[src/rtl/core_pipe_mem_pkg.sv]
`default_nettype none
// +----------------------------------------------------------------------------+
// | Package  : core_common                                                     |
// | Purpose  : Shared encodings and field widths for the core pipeline:        |
// |            LSU/CSR/WB operation codes, trap causes, control-field widths,  |
// |            data-memory address width and the memory-stage FSM states.     |
// | Revision : 1.0 - initial release                                           |
// +----------------------------------------------------------------------------+
package core_common;

  // Control-field widths
  localparam int RD_R       = 5;
  localparam int LSU_OP_R   = 4;
  localparam int CSR_OP_R   = 3;
  localparam int CSR_ADDR_R = 12;
  localparam int CFU_OP_R   = 3;
  localparam int WB_OP_R    = 2;
  localparam int CF_CAUSE_R = 6;
  localparam int MEM_ADDR_W = 32;

  // LSU op layout: [3] store, [2] load, [1:0] log2 of the access size in bytes
  localparam logic [LSU_OP_R-1:0] LSU_OP_NONE = 4'b0000;
  localparam logic [LSU_OP_R-1:0] LSU_OP_LB   = 4'b0100;
  localparam logic [LSU_OP_R-1:0] LSU_OP_LH   = 4'b0101;
  localparam logic [LSU_OP_R-1:0] LSU_OP_LW   = 4'b0110;
  localparam logic [LSU_OP_R-1:0] LSU_OP_LD   = 4'b0111;
  localparam logic [LSU_OP_R-1:0] LSU_OP_SB   = 4'b1000;
  localparam logic [LSU_OP_R-1:0] LSU_OP_SH   = 4'b1001;
  localparam logic [LSU_OP_R-1:0] LSU_OP_SW   = 4'b1010;
  localparam logic [LSU_OP_R-1:0] LSU_OP_SD   = 4'b1011;

  localparam logic [CSR_OP_R-1:0] CSR_OP_NONE = 3'd0;
  localparam logic [CSR_OP_R-1:0] CSR_OP_RW   = 3'd1;
  localparam logic [CSR_OP_R-1:0] CSR_OP_RS   = 3'd2;
  localparam logic [CSR_OP_R-1:0] CSR_OP_RC   = 3'd3;

  localparam logic [WB_OP_R-1:0] WB_OP_NONE = 2'd0;
  localparam logic [WB_OP_R-1:0] WB_OP_ALU  = 2'd1;
  localparam logic [WB_OP_R-1:0] WB_OP_LSU  = 2'd2;
  localparam logic [WB_OP_R-1:0] WB_OP_CSR  = 2'd3;

  localparam logic [CF_CAUSE_R-1:0] CF_CAUSE_NONE        = 6'd0;
  localparam logic [CF_CAUSE_R-1:0] CF_CAUSE_LD_MISALIGN = 6'd4;
  localparam logic [CF_CAUSE_R-1:0] CF_CAUSE_ST_MISALIGN = 6'd6;

  // Memory-stage FSM
  typedef enum logic [1:0] {
    ST_IDLE  = 2'd0,
    ST_REQ   = 2'd1,
    ST_DRAIN = 2'd2
  } mem_state_e;

  function automatic logic lsu_is_load(input logic [LSU_OP_R-1:0] op);
    return op[2];
  endfunction

  function automatic logic lsu_is_store(input logic [LSU_OP_R-1:0] op);
    return op[3];
  endfunction

endpackage
`default_nettype wire

[src/rtl/core_pipe_mem_lsu_align.sv]
`default_nettype none
// +----------------------------------------------------------------------------+
// | Module   : core_lsu_align                                                  |
// | Purpose  : Combinational LSU lane alignment: byte strobe, store-data      |
// |            positioning within the 64-bit doubleword, misalign detection.   |
// | Ports    : size     in  2     log2 access size (0=B,1=H,2=W,3=D)           |
// |            addr_lo  in  3     effective address bits [2:0]                 |
// |            rs2      in  XLEN  store data                                   |
// |            strb     out 8     byte strobe                                  |
// |            wdata    out 64    write data shifted onto its byte lanes       |
// |            misaligned out 1   access crosses its natural alignment         |
// | Config   : CORE_MISALIGN_TRAP_EN - when undefined misaligned is tied to 0  |
// | Revision : 1.0 - initial release                                           |
// +----------------------------------------------------------------------------+
module core_lsu_align #(
  parameter int XLEN = 64
) (
  input  logic [1:0]      size,
  input  logic [2:0]      addr_lo,
  input  logic [XLEN-1:0] rs2,
  output logic [7:0]      strb,
  output logic [63:0]     wdata,
  output logic            misaligned
);

  logic [7:0] base_strb;

  always_comb begin
    base_strb = 8'h01;
    case (size)
      2'd0:    base_strb = 8'h01;
      2'd1:    base_strb = 8'h03;
      2'd2:    base_strb = 8'h0F;
      default: base_strb = 8'hFF;
    endcase
  end

  // Lanes that fall off the top of the doubleword are simply dropped.
  assign strb  = base_strb << addr_lo;
  assign wdata = 64'(rs2) << {addr_lo, 3'b000};

`ifdef CORE_MISALIGN_TRAP_EN
  always_comb begin
    misaligned = 1'b0;
    case (size)
      2'd0:    misaligned = 1'b0;
      2'd1:    misaligned = addr_lo[0];
      2'd2:    misaligned = |addr_lo[1:0];
      default: misaligned = |addr_lo;
    endcase
  end
`else
  assign misaligned = 1'b0;
`endif

endmodule
`default_nettype wire

[src/rtl/core_pipe_mem.sv]
`default_nettype none
// +----------------------------------------------------------------------------+
// | Module   : core_pipe_mem                                                   |
// | Purpose  : Memory stage. Issues data-memory requests for loads/stores,     |
// |            waits for grant, and hands every instruction to writeback via   |
// |            the s3_* pipeline register.                                     |
// | Ports    : g_clk/g_reset      clock, async active-high reset               |
// |            s2_*               execute-stage instruction + valid/ready      |
// |            s3_*               writeback hand-over register + valid/ready   |
// |            flush              writeback control-flow change acknowledged   |
// |            dmem_*             data-memory request channel (req/gnt)        |
// | Config   : CORE_MISALIGN_TRAP_EN - misaligned LSU ops trap instead of      |
// |            issuing (default: low address bits are dropped, no trap)        |
// | Revision : 1.0 - initial release                                           |
// +----------------------------------------------------------------------------+
module core_pipe_mem
  import core_common::*;
#(
  parameter int XLEN = 64
) (
  input  logic                  g_clk,
  input  logic                  g_reset,
  input  logic                  s2_valid,
  output logic                  s2_ready,
  input  logic [XLEN-1:0]       s2_pc,
  input  logic [XLEN-1:0]       s2_n_pc,
  input  logic [31:0]           s2_instr,
  input  logic [XLEN-1:0]       s2_wdata,
  input  logic [XLEN-1:0]       s2_rs2,
  input  logic [RD_R-1:0]       s2_rd,
  input  logic [LSU_OP_R-1:0]   s2_lsu_op,
  input  logic [CSR_OP_R-1:0]   s2_csr_op,
  input  logic [CSR_ADDR_R-1:0] s2_csr_addr,
  input  logic [CFU_OP_R-1:0]   s2_cfu_op,
  input  logic [WB_OP_R-1:0]    s2_wb_op,
  input  logic                  s2_trap,
  output logic                  s3_valid,
  output logic                  s3_full,
  input  logic                  s3_ready,
  output logic [XLEN-1:0]       s3_pc,
  output logic [XLEN-1:0]       s3_n_pc,
  output logic [31:0]           s3_instr,
  output logic [XLEN-1:0]       s3_wdata,
  output logic [RD_R-1:0]       s3_rd,
  output logic [LSU_OP_R-1:0]   s3_lsu_op,
  output logic [CSR_OP_R-1:0]   s3_csr_op,
  output logic [CSR_ADDR_R-1:0] s3_csr_addr,
  output logic [CFU_OP_R-1:0]   s3_cfu_op,
  output logic [WB_OP_R-1:0]    s3_wb_op,
  output logic                  s3_trap,
  output logic [CF_CAUSE_R-1:0] s3_trap_cause,
  input  logic                  flush,
  output logic                  dmem_req,
  output logic                  dmem_wen,
  output logic [MEM_ADDR_W-1:0] dmem_addr,
  output logic [7:0]            dmem_strb,
  output logic [63:0]           dmem_wdata,
  input  logic                  dmem_gnt
);

  mem_state_e state_q, state_d;

  logic                  s3_full_q, s3_full_d;
  logic [XLEN-1:0]       s3_pc_q, s3_pc_d, s3_n_pc_q, s3_n_pc_d, s3_wdata_q, s3_wdata_d;
  logic [31:0]           s3_instr_q, s3_instr_d;
  logic [RD_R-1:0]       s3_rd_q, s3_rd_d;
  logic [LSU_OP_R-1:0]   s3_lsu_op_q, s3_lsu_op_d;
  logic [CSR_OP_R-1:0]   s3_csr_op_q, s3_csr_op_d;
  logic [CSR_ADDR_R-1:0] s3_csr_addr_q, s3_csr_addr_d;
  logic [CFU_OP_R-1:0]   s3_cfu_op_q, s3_cfu_op_d;
  logic [WB_OP_R-1:0]    s3_wb_op_q, s3_wb_op_d;
  logic                  s3_trap_q, s3_trap_d;
  logic [CF_CAUSE_R-1:0] s3_cause_q, s3_cause_d;

  // Snapshot of the outstanding request; s2 may move on after a flush.
  logic [MEM_ADDR_W-1:0] req_addr_q, req_addr_d;
  logic [7:0]            req_strb_q, req_strb_d;
  logic [63:0]           req_wdata_q, req_wdata_d;
  logic                  req_wen_q, req_wen_d;

  logic                  is_load, is_store, align_mis, misaligned, lsu;
  logic                  slot_free, capture, req_int, ready_int;
  logic [MEM_ADDR_W-1:0] live_addr;
  logic [7:0]            live_strb;
  logic [63:0]           live_wdata;

  core_lsu_align #(.XLEN(XLEN)) u_align (
    .size       (s2_lsu_op[1:0]),
    .addr_lo    (s2_wdata[2:0]),
    .rs2        (s2_rs2),
    .strb       (live_strb),
    .wdata      (live_wdata),
    .misaligned (align_mis)
  );

  assign is_load    = lsu_is_load(s2_lsu_op);
  assign is_store   = lsu_is_store(s2_lsu_op);
  assign misaligned = s2_valid && (is_load || is_store) && align_mis;
  assign lsu        = s2_valid && (is_load || is_store) && !s2_trap && !misaligned;
  assign slot_free  = !s3_full_q || s3_ready;
  assign live_addr  = {s2_wdata[MEM_ADDR_W-1:3], 3'b000};

  always_comb begin
    state_d   = state_q;
    req_int   = 1'b0;
    ready_int = 1'b0;
    case (state_q)
      ST_IDLE: begin
        // A flushed (wrong-path) op must never reach memory.
        req_int   = lsu && slot_free && !flush;
        ready_int = slot_free && (!lsu || (req_int && dmem_gnt));
        if (req_int && !dmem_gnt) state_d = ST_REQ;
      end
      ST_REQ: begin
        req_int   = 1'b1;
        ready_int = slot_free && dmem_gnt;
        if (dmem_gnt)   state_d = ST_IDLE;
        else if (flush) state_d = ST_DRAIN;
      end
      ST_DRAIN: begin
        // Request cannot be retracted; wait out the grant and discard it.
        req_int = 1'b1;
        if (dmem_gnt) state_d = ST_IDLE;
      end
      default: state_d = ST_IDLE;
    endcase
  end

  assign capture = s2_valid && ready_int && !flush;

  always_comb begin
    s3_full_d     = s3_full_q;
    s3_pc_d       = s3_pc_q;
    s3_n_pc_d     = s3_n_pc_q;
    s3_instr_d    = s3_instr_q;
    s3_wdata_d    = s3_wdata_q;
    s3_rd_d       = s3_rd_q;
    s3_lsu_op_d   = s3_lsu_op_q;
    s3_csr_op_d   = s3_csr_op_q;
    s3_csr_addr_d = s3_csr_addr_q;
    s3_cfu_op_d   = s3_cfu_op_q;
    s3_wb_op_d    = s3_wb_op_q;
    s3_trap_d     = s3_trap_q;
    s3_cause_d    = s3_cause_q;
    if (flush)         s3_full_d = 1'b0;
    else if (capture)  s3_full_d = 1'b1;
    else if (s3_ready) s3_full_d = 1'b0;
    if (capture) begin
      s3_pc_d       = s2_pc;
      s3_n_pc_d     = s2_n_pc;
      s3_instr_d    = s2_instr;
      s3_wdata_d    = s2_wdata;
      s3_rd_d       = s2_rd;
      s3_lsu_op_d   = s2_lsu_op;
      s3_csr_op_d   = s2_csr_op;
      s3_csr_addr_d = s2_csr_addr;
      s3_cfu_op_d   = s2_cfu_op;
      s3_wb_op_d    = s2_wb_op;
      s3_trap_d     = s2_trap || misaligned;
      s3_cause_d    = !misaligned ? CF_CAUSE_NONE :
                      is_store    ? CF_CAUSE_ST_MISALIGN : CF_CAUSE_LD_MISALIGN;
    end
  end

  always_comb begin
    req_addr_d  = req_addr_q;
    req_strb_d  = req_strb_q;
    req_wdata_d = req_wdata_q;
    req_wen_d   = req_wen_q;
    if (state_q == ST_IDLE) begin
      req_addr_d  = live_addr;
      req_strb_d  = live_strb;
      req_wdata_d = live_wdata;
      req_wen_d   = is_store;
    end
  end

  always_ff @(posedge g_clk or posedge g_reset) begin
    if (g_reset) begin
      state_q       <= ST_IDLE;
      s3_full_q     <= 1'b0;
      s3_pc_q       <= '0;
      s3_n_pc_q     <= '0;
      s3_instr_q    <= '0;
      s3_wdata_q    <= '0;
      s3_rd_q       <= '0;
      s3_lsu_op_q   <= '0;
      s3_csr_op_q   <= '0;
      s3_csr_addr_q <= '0;
      s3_cfu_op_q   <= '0;
      s3_wb_op_q    <= '0;
      s3_trap_q     <= 1'b0;
      s3_cause_q    <= '0;
      req_addr_q    <= '0;
      req_strb_q    <= '0;
      req_wdata_q   <= '0;
      req_wen_q     <= 1'b0;
    end else begin
      state_q       <= state_d;
      s3_full_q     <= s3_full_d;
      s3_pc_q       <= s3_pc_d;
      s3_n_pc_q     <= s3_n_pc_d;
      s3_instr_q    <= s3_instr_d;
      s3_wdata_q    <= s3_wdata_d;
      s3_rd_q       <= s3_rd_d;
      s3_lsu_op_q   <= s3_lsu_op_d;
      s3_csr_op_q   <= s3_csr_op_d;
      s3_csr_addr_q <= s3_csr_addr_d;
      s3_cfu_op_q   <= s3_cfu_op_d;
      s3_wb_op_q    <= s3_wb_op_d;
      s3_trap_q     <= s3_trap_d;
      s3_cause_q    <= s3_cause_d;
      req_addr_q    <= req_addr_d;
      req_strb_q    <= req_strb_d;
      req_wdata_q   <= req_wdata_d;
      req_wen_q     <= req_wen_d;
    end
  end

  // Handshake outputs are masked by reset directly so an in-flight request
  // drops in the same cycle reset is raised, not at the next clock edge.
  assign dmem_req   = req_int && !g_reset;
  assign s2_ready   = ready_int && !g_reset;
  assign dmem_addr  = (state_q == ST_IDLE) ? live_addr  : req_addr_q;
  assign dmem_strb  = (state_q == ST_IDLE) ? live_strb  : req_strb_q;
  assign dmem_wdata = (state_q == ST_IDLE) ? live_wdata : req_wdata_q;
  assign dmem_wen   = (state_q == ST_IDLE) ? is_store   : req_wen_q;

  assign s3_full       = s3_full_q;
  assign s3_valid      = s3_full_q;
  assign s3_pc         = s3_pc_q;
  assign s3_n_pc       = s3_n_pc_q;
  assign s3_instr      = s3_instr_q;
  assign s3_wdata      = s3_wdata_q;
  assign s3_rd         = s3_rd_q;
  assign s3_lsu_op     = s3_lsu_op_q;
  assign s3_csr_op     = s3_csr_op_q;
  assign s3_csr_addr   = s3_csr_addr_q;
  assign s3_cfu_op     = s3_cfu_op_q;
  assign s3_wb_op      = s3_wb_op_q;
  assign s3_trap       = s3_trap_q;
  assign s3_trap_cause = s3_cause_q;

endmodule
`default_nettype wire

[config.mk]
export PLATFORM = sky130hd
export DESIGN_NAME = core_pipe_mem
export DESIGN_NICKNAME = d
export VERILOG_FILES = /design/src/rtl/core_pipe_mem_pkg.sv /design/src/rtl/core_pipe_mem_lsu_align.sv /design/src/rtl/core_pipe_mem.sv
export SDC_FILE = /design/constraint.sdc
export NUM_CORES = 1
export LEC_CHECK = 0
export CAP_MARGIN = 25
export CORE_ASPECT_RATIO = 0.7
export CORE_MARGIN = 3
export CORE_UTILIZATION = 23
export DETAILED_ROUTE_END_ITERATION = 7
export GPL_TIMING_DRIVEN = 0
export MAX_ROUTING_LAYER = met4
export PLACE_DENSITY = 0.57
export SETUP_SLACK_MARGIN = 0.3
export SYNTH_ARGS = -nofsm -noshare
export SYNTH_HDL_FRONTEND = slang
export SYNTH_SLANG_ARGS = --single-unit
[constraint.sdc]
create_clock -name g_clk -period 25.5 [get_ports g_clk]
set_input_delay 7.65 -clock g_clk [delete_from_list [all_inputs] [get_ports g_clk]]
set_output_delay 7.65 -clock g_clk [all_outputs]
set_load 0.1 [all_outputs]
* Word-level counts from Yosys, hierarchy flattened
Cells that the tools add are included.
** Storage, ports and cells
- Bits in registers :: 362
- Input port bits :: 324
- Output and inout bits :: 369
- Word-level logic and storage cells :: 67
** Operators by class
- Equal/unequal tests :: 7
- Shift operators :: 2
- Mux-type cells :: 15
- Reductions and logical operators :: 26
** Operators by type and width (count)
- two-way mux 64 bit :: 1
- left shift 64 x 6 -> 64 bit :: 1
- two-way mux 32 bit :: 1
- case mux 8 bit (3 select lines) :: 1
- logical AND 1 bit :: 12
- two-way mux 2 bit :: 4
- two-way mux 8 bit :: 1
- left shift 8 x 3 -> 8 bit :: 1
- logical NOT 1 bit :: 6
- case mux 2 bit (3 select lines) :: 1
- equality test 2 x 1 -> 1 bit (second input constant) :: 2
- equality test 2 bit (second input constant) :: 2
- logical NOT 2 bit :: 2
- two-way mux 1 bit :: 4
- inequality test 2 bit (second input constant) :: 2
- case mux 1 bit (2 select lines) :: 2
- logical OR 1 bit :: 3
- inequality test 3 bit (second input constant) :: 1
- AND reduction 3 bit :: 1
- nonzero test 3 bit :: 1
- OR reduction 2 bit :: 1

* Logic depth before layout (Yosys ltp)
- Word-level depth :: 13
- Depth in mapped cells :: 9
- Mapped depth without buffers :: 6

* Cells and area by module
Synthesis repeated with hierarchy kept, for this count alone.
** Second synthesis, totals
- Cells, all modules :: 1082
- Area, all modules :: 16186.8 um^2
** By module, submodules not included
- core_pipe_mem :: times used 1, cells an instance 821, area each 14103.5 um^2, sequential area each 9108.7 um^2
- core_lsu_align :: times used 1, cells an instance 261, area each 2083.2 um^2, sequential area each 0.0 um^2

* Worst setup path after synthesis
OpenSTA, ideal clock, no wires.
- Path type :: input to output
- Start :: input s2_wdata[0]
- End :: output dmem_strb[7]
- Arrival time :: 10.845 ns
- Required time :: 17.850 ns
- Setup slack :: 7.005 ns
- Stages :: 6
- Buffers on the path :: 3
- Path through :: buf_2 -> buf_4 -> buf_2 -> nor2_1 -> o21ba_2 -> o31ai_1
** Between the ends
- Longest elaborated chain between the ends :: 2
** RTL lines
- start, declared :: line core_pipe_mem.sv:28 : input logic [XLEN-1:0] s2_wdata,
- left shift 8 x 3 -> 8 bit :: line core_pipe_mem_lsu_align.sv:39 : assign strb = base_strb << addr_lo;
- two-way mux 8 bit
- end, declared :: line core_pipe_mem.sv:56 : output logic [7:0] dmem_strb,
Every way passes these cells.

* Final worst setup path
- Start :: input s2_wdata[1]
- End :: output dmem_wdata[55]
** Between the ends
- Longest elaborated chain between the ends :: 2
** RTL lines
- left shift 64 x 6 -> 64 bit :: line core_pipe_mem_lsu_align.sv:40 : assign wdata = 64'(rs2) << {addr_lo, 3'b000};
- two-way mux 64 bit
- end, declared :: line core_pipe_mem.sv:57 : output logic [63:0] dmem_wdata,
Every way passes these cells.

==> metrics <==
DP HPWL=slightly below 50 mm; FF+latch count, synth=362; Max-cap violations=0; Max Clock Freq=roughly 0.052 GHz; largest net degree at the start of global routing=121; grt total ovfl=0; measured slew at the worst slew-check pin=1120 ps; worst reg2reg setup slack=about 23,000 ps; die outline height=between 200 and 250 um; antenna violations before repair=7; Worst Hold Class=register to register; post-route standard cell area excluding fillers=between 0.02 and 0.025 sq mm; first-pass GRT wire length=~87 mm; Placement Rows=77; relative area change from synthesis to final layout=62.3%; number of buffers added on ports=just under 700; number of filler cells placed in the layout=between 6,000 and 7,000; Storage cell area=between 0.009 and 0.01 sq mm; number of violations reported at the end of detailed-routing iteration 0=just over 700; EDFF count, synth=0; area used by multi-input combinational logic=between 0.005 and 0.006 sq mm; wire length after detailed routing=between 60 and 70 mm; CTS H-Tree Depth=2; result of the run=finished, final reports clean; root buffer selected by CTS=sky130_fd_sc_hd__clkbuf_16; kind of critical path=input port to output port; initial core utilization=between 20% and 30%; final-report hold violation count=0; Die Area=approximately 0.069 sq mm; Std-Cell Core Area=around 0.064 sq mm; critical path launch point type=input port; detailed-route DRC error count=0; post-synthesis sequential area ratio=60.1%; Total Nets Final=2,109; total count of max-transition violations in the final report=0; warning count from the yosys run=0; die boundary width=about 310 um; insertion delay of the later-clocked pin in the worst-skew pair=~540 ps; number of buffers created by CTS=40; number of nets with antenna violations after detailed routing=0; number of distinct library cells after synthesis=45; share of flip-flops with an asynchronous set or reset after synthesis=between 90% and 100%; area share of the largest cell type after synthesis=around three fifths; clock-pin slew on the worst setup and hold paths=about 60 ps; Arrival @ worst endpoint=~11,000 ps; TritonCTS clock tree=built; setup repair after global routing missed its margin=no; most instantiated library cell after synthesis=sky130_fd_sc_hd__dfrtp_1; share of final-layout standard cells stronger than drive strength 1=between 20% and 30%; Fin Clk Skew=between 10 and 15 ps; via count of the first global-routing pass=between 10,000 and 15,000; post-route worst setup slack=between 6000 and 7000 ps; mean instance size in the synthesized netlist=roughly 14 sq um; setup slack at placement=roughly 6600 ps; Tcrit/Tclk final=around three quarters; Placed Instance Area=around 0.023 sq mm; synthesized area=between 0.015 and 0.02 sq mm; capturing element type of the critical path=output port; Setup Total Neg Slack=0 ps; slew margin rel.=around a quarter; buffer count from post-CTS setup fixing=0; cell type with the highest aggregate area in the netlist=sky130_fd_sc_hd__dfrtp_1; post-cts hold buffer count=0; post-layout util=between 30% and 40%; clock tree sinks=between 300 and 400; buffer depth of the longest clock path=3; post-CTS sizing=0; GRT Total Usage=~18%; first-pass iteration count of the detailed router=5; Wirelength per Cell=between 20 and 25 um; placer's final routability congestion estimate=about 0.94; WP data required=about 18,000 ps; commonest cells in the netlist=sky130_fd_sc_hd__dfrtp_1, sky130_fd_sc_hd__mux2_2, sky130_fd_sc_hd__mux2_1, sky130_fd_sc_hd__nor2_1, sky130_fd_sc_hd__a21oi_1; final setup violating endpoints=0; via count=11,900; Syn Inst Count=roughly 1,000; post-layout minimum cycle time=between 15,000 and 20,000 ps; cell types occupying the most area after synthesis=sky130_fd_sc_hd__dfrtp_1, sky130_fd_sc_hd__mux2_2, sky130_fd_sc_hd__mux2_1; top-level I/O count=~690; Synth Flop Type=sky130_fd_sc_hd__dfrtp_1; vias per std cell=between 4 and 5; CP max FO=10
[state kept, by name, summed over array words and instances (netlist names), 4 cells and up]
name,count
req_wdata_q,64
s3_n_pc,64
s3_pc,64
s3_wdata,64
req_addr_q,32
s3_instr,32
s3_csr_addr,12
req_strb_q,8
s3_rd,5
s3_lsu_op,4
[layout by cell type, fill, tap and decap left out, types with 6 or more instances in the layout]
cell	n
sky130_fd_sc_hd__clkbuf_8	8
sky130_fd_sc_hd__o2bb2ai_1	9
sky130_fd_sc_hd__a211o_1	9
sky130_fd_sc_hd__nor3_1	12
sky130_fd_sc_hd__mux2i_1	25
sky130_fd_sc_hd__buf_6	7
sky130_fd_sc_hd__a21oi_1	37
sky130_fd_sc_hd__nor2_1	53
sky130_fd_sc_hd__buf_4	29
sky130_fd_sc_hd__inv_1	17
sky130_fd_sc_hd__o22ai_1	16
sky130_fd_sc_hd__conb_1	6
sky130_fd_sc_hd__a221o_1	8
sky130_fd_sc_hd__mux2_1	61
sky130_fd_sc_hd__clkdlybuf4s50_1	684
sky130_fd_sc_hd__mux2_2	272
sky130_fd_sc_hd__clkbuf_16	41
sky130_fd_sc_hd__clkbuf_1	36
sky130_fd_sc_hd__o32ai_1	9
sky130_fd_sc_hd__a221oi_1	16
sky130_fd_sc_hd__buf_2	9
sky130_fd_sc_hd__a32o_1	8
sky130_fd_sc_hd__a22o_1	9
sky130_fd_sc_hd__dfrtp_1	362
sky130_fd_sc_hd__clkinv_2	8
[worst paths after layout]
kind / startpoint / end / depth (start not counted)
worst max register to register: state_q[1] / req_wdata_q[60] / 5
worst min register to register: s3_n_pc[61] / s3_n_pc[61] / 1
worst min-delay path: s3_n_pc[61] / s3_n_pc[61] / 1
worst max-delay path: s2_wdata[1] / dmem_wdata[55] / 7
min in group asynchronous: g_reset / s3_lsu_op[1] / 2
max in group asynchronous: g_reset / s3_cfu_op[0] / 4
[through the flow]
step	hold WS, ps	instances
floorplan	528	1050
global placement	469	2603
detailed placement	474	2607
CTS	487	2677
global route	493	2682
finish	484	2682
[cells by family after synthesis]
kind of cell / synth area share (%)
buffers and inverters: 3.51
other: 0.0249
AOI/OAI and AO/OA: 6.85
muxes: 26.6
DFF: 60.1
and+or+nand+nor: 2.59
adders and majority gates: 0.332
[final cells by class]
class | count | share of cell area, %
flip-flops and latches | 362 | 37.1
repair buffers | 689 | 28.6
multi-input cells | 593 | 22.5
clock buffers | 60 | 4.82
well taps | 869 | 4.45
plain buffers | 75 | 1.86
clock inverters | 10 | 0.409
inverters | 20 | 0.338
diodes | 4 | 0.0409
[worst max-delay path, cell delays in order]
cell                              delay [ps]
sky130_fd_sc_hd__clkdlybuf4s50_1         590
sky130_fd_sc_hd__buf_2                   300
sky130_fd_sc_hd__nor2_1                  220
sky130_fd_sc_hd__clkbuf_1                340
sky130_fd_sc_hd__a221oi_1                880
sky130_fd_sc_hd__mux2_2                  310
sky130_fd_sc_hd__clkdlybuf4s50_1        1150
[layer usage]
| layer | track usage, % | vias to the layer above | wire (um) |
|---|---|---|---|
| met3 | 6.60 | 95 | 5770 |
| li1 | - | 5275 | - |
| met4 | 5.33 | 0 | 1610 |
| met1 | 22.1 | 5966 | 25500 |
| met5 | - | - | 0 |
| met2 | 26.2 | 534 | 28000 |
Power is not shown: default switching activity piles up to over one toggle a cycle in this logic, so the estimate is an artifact.
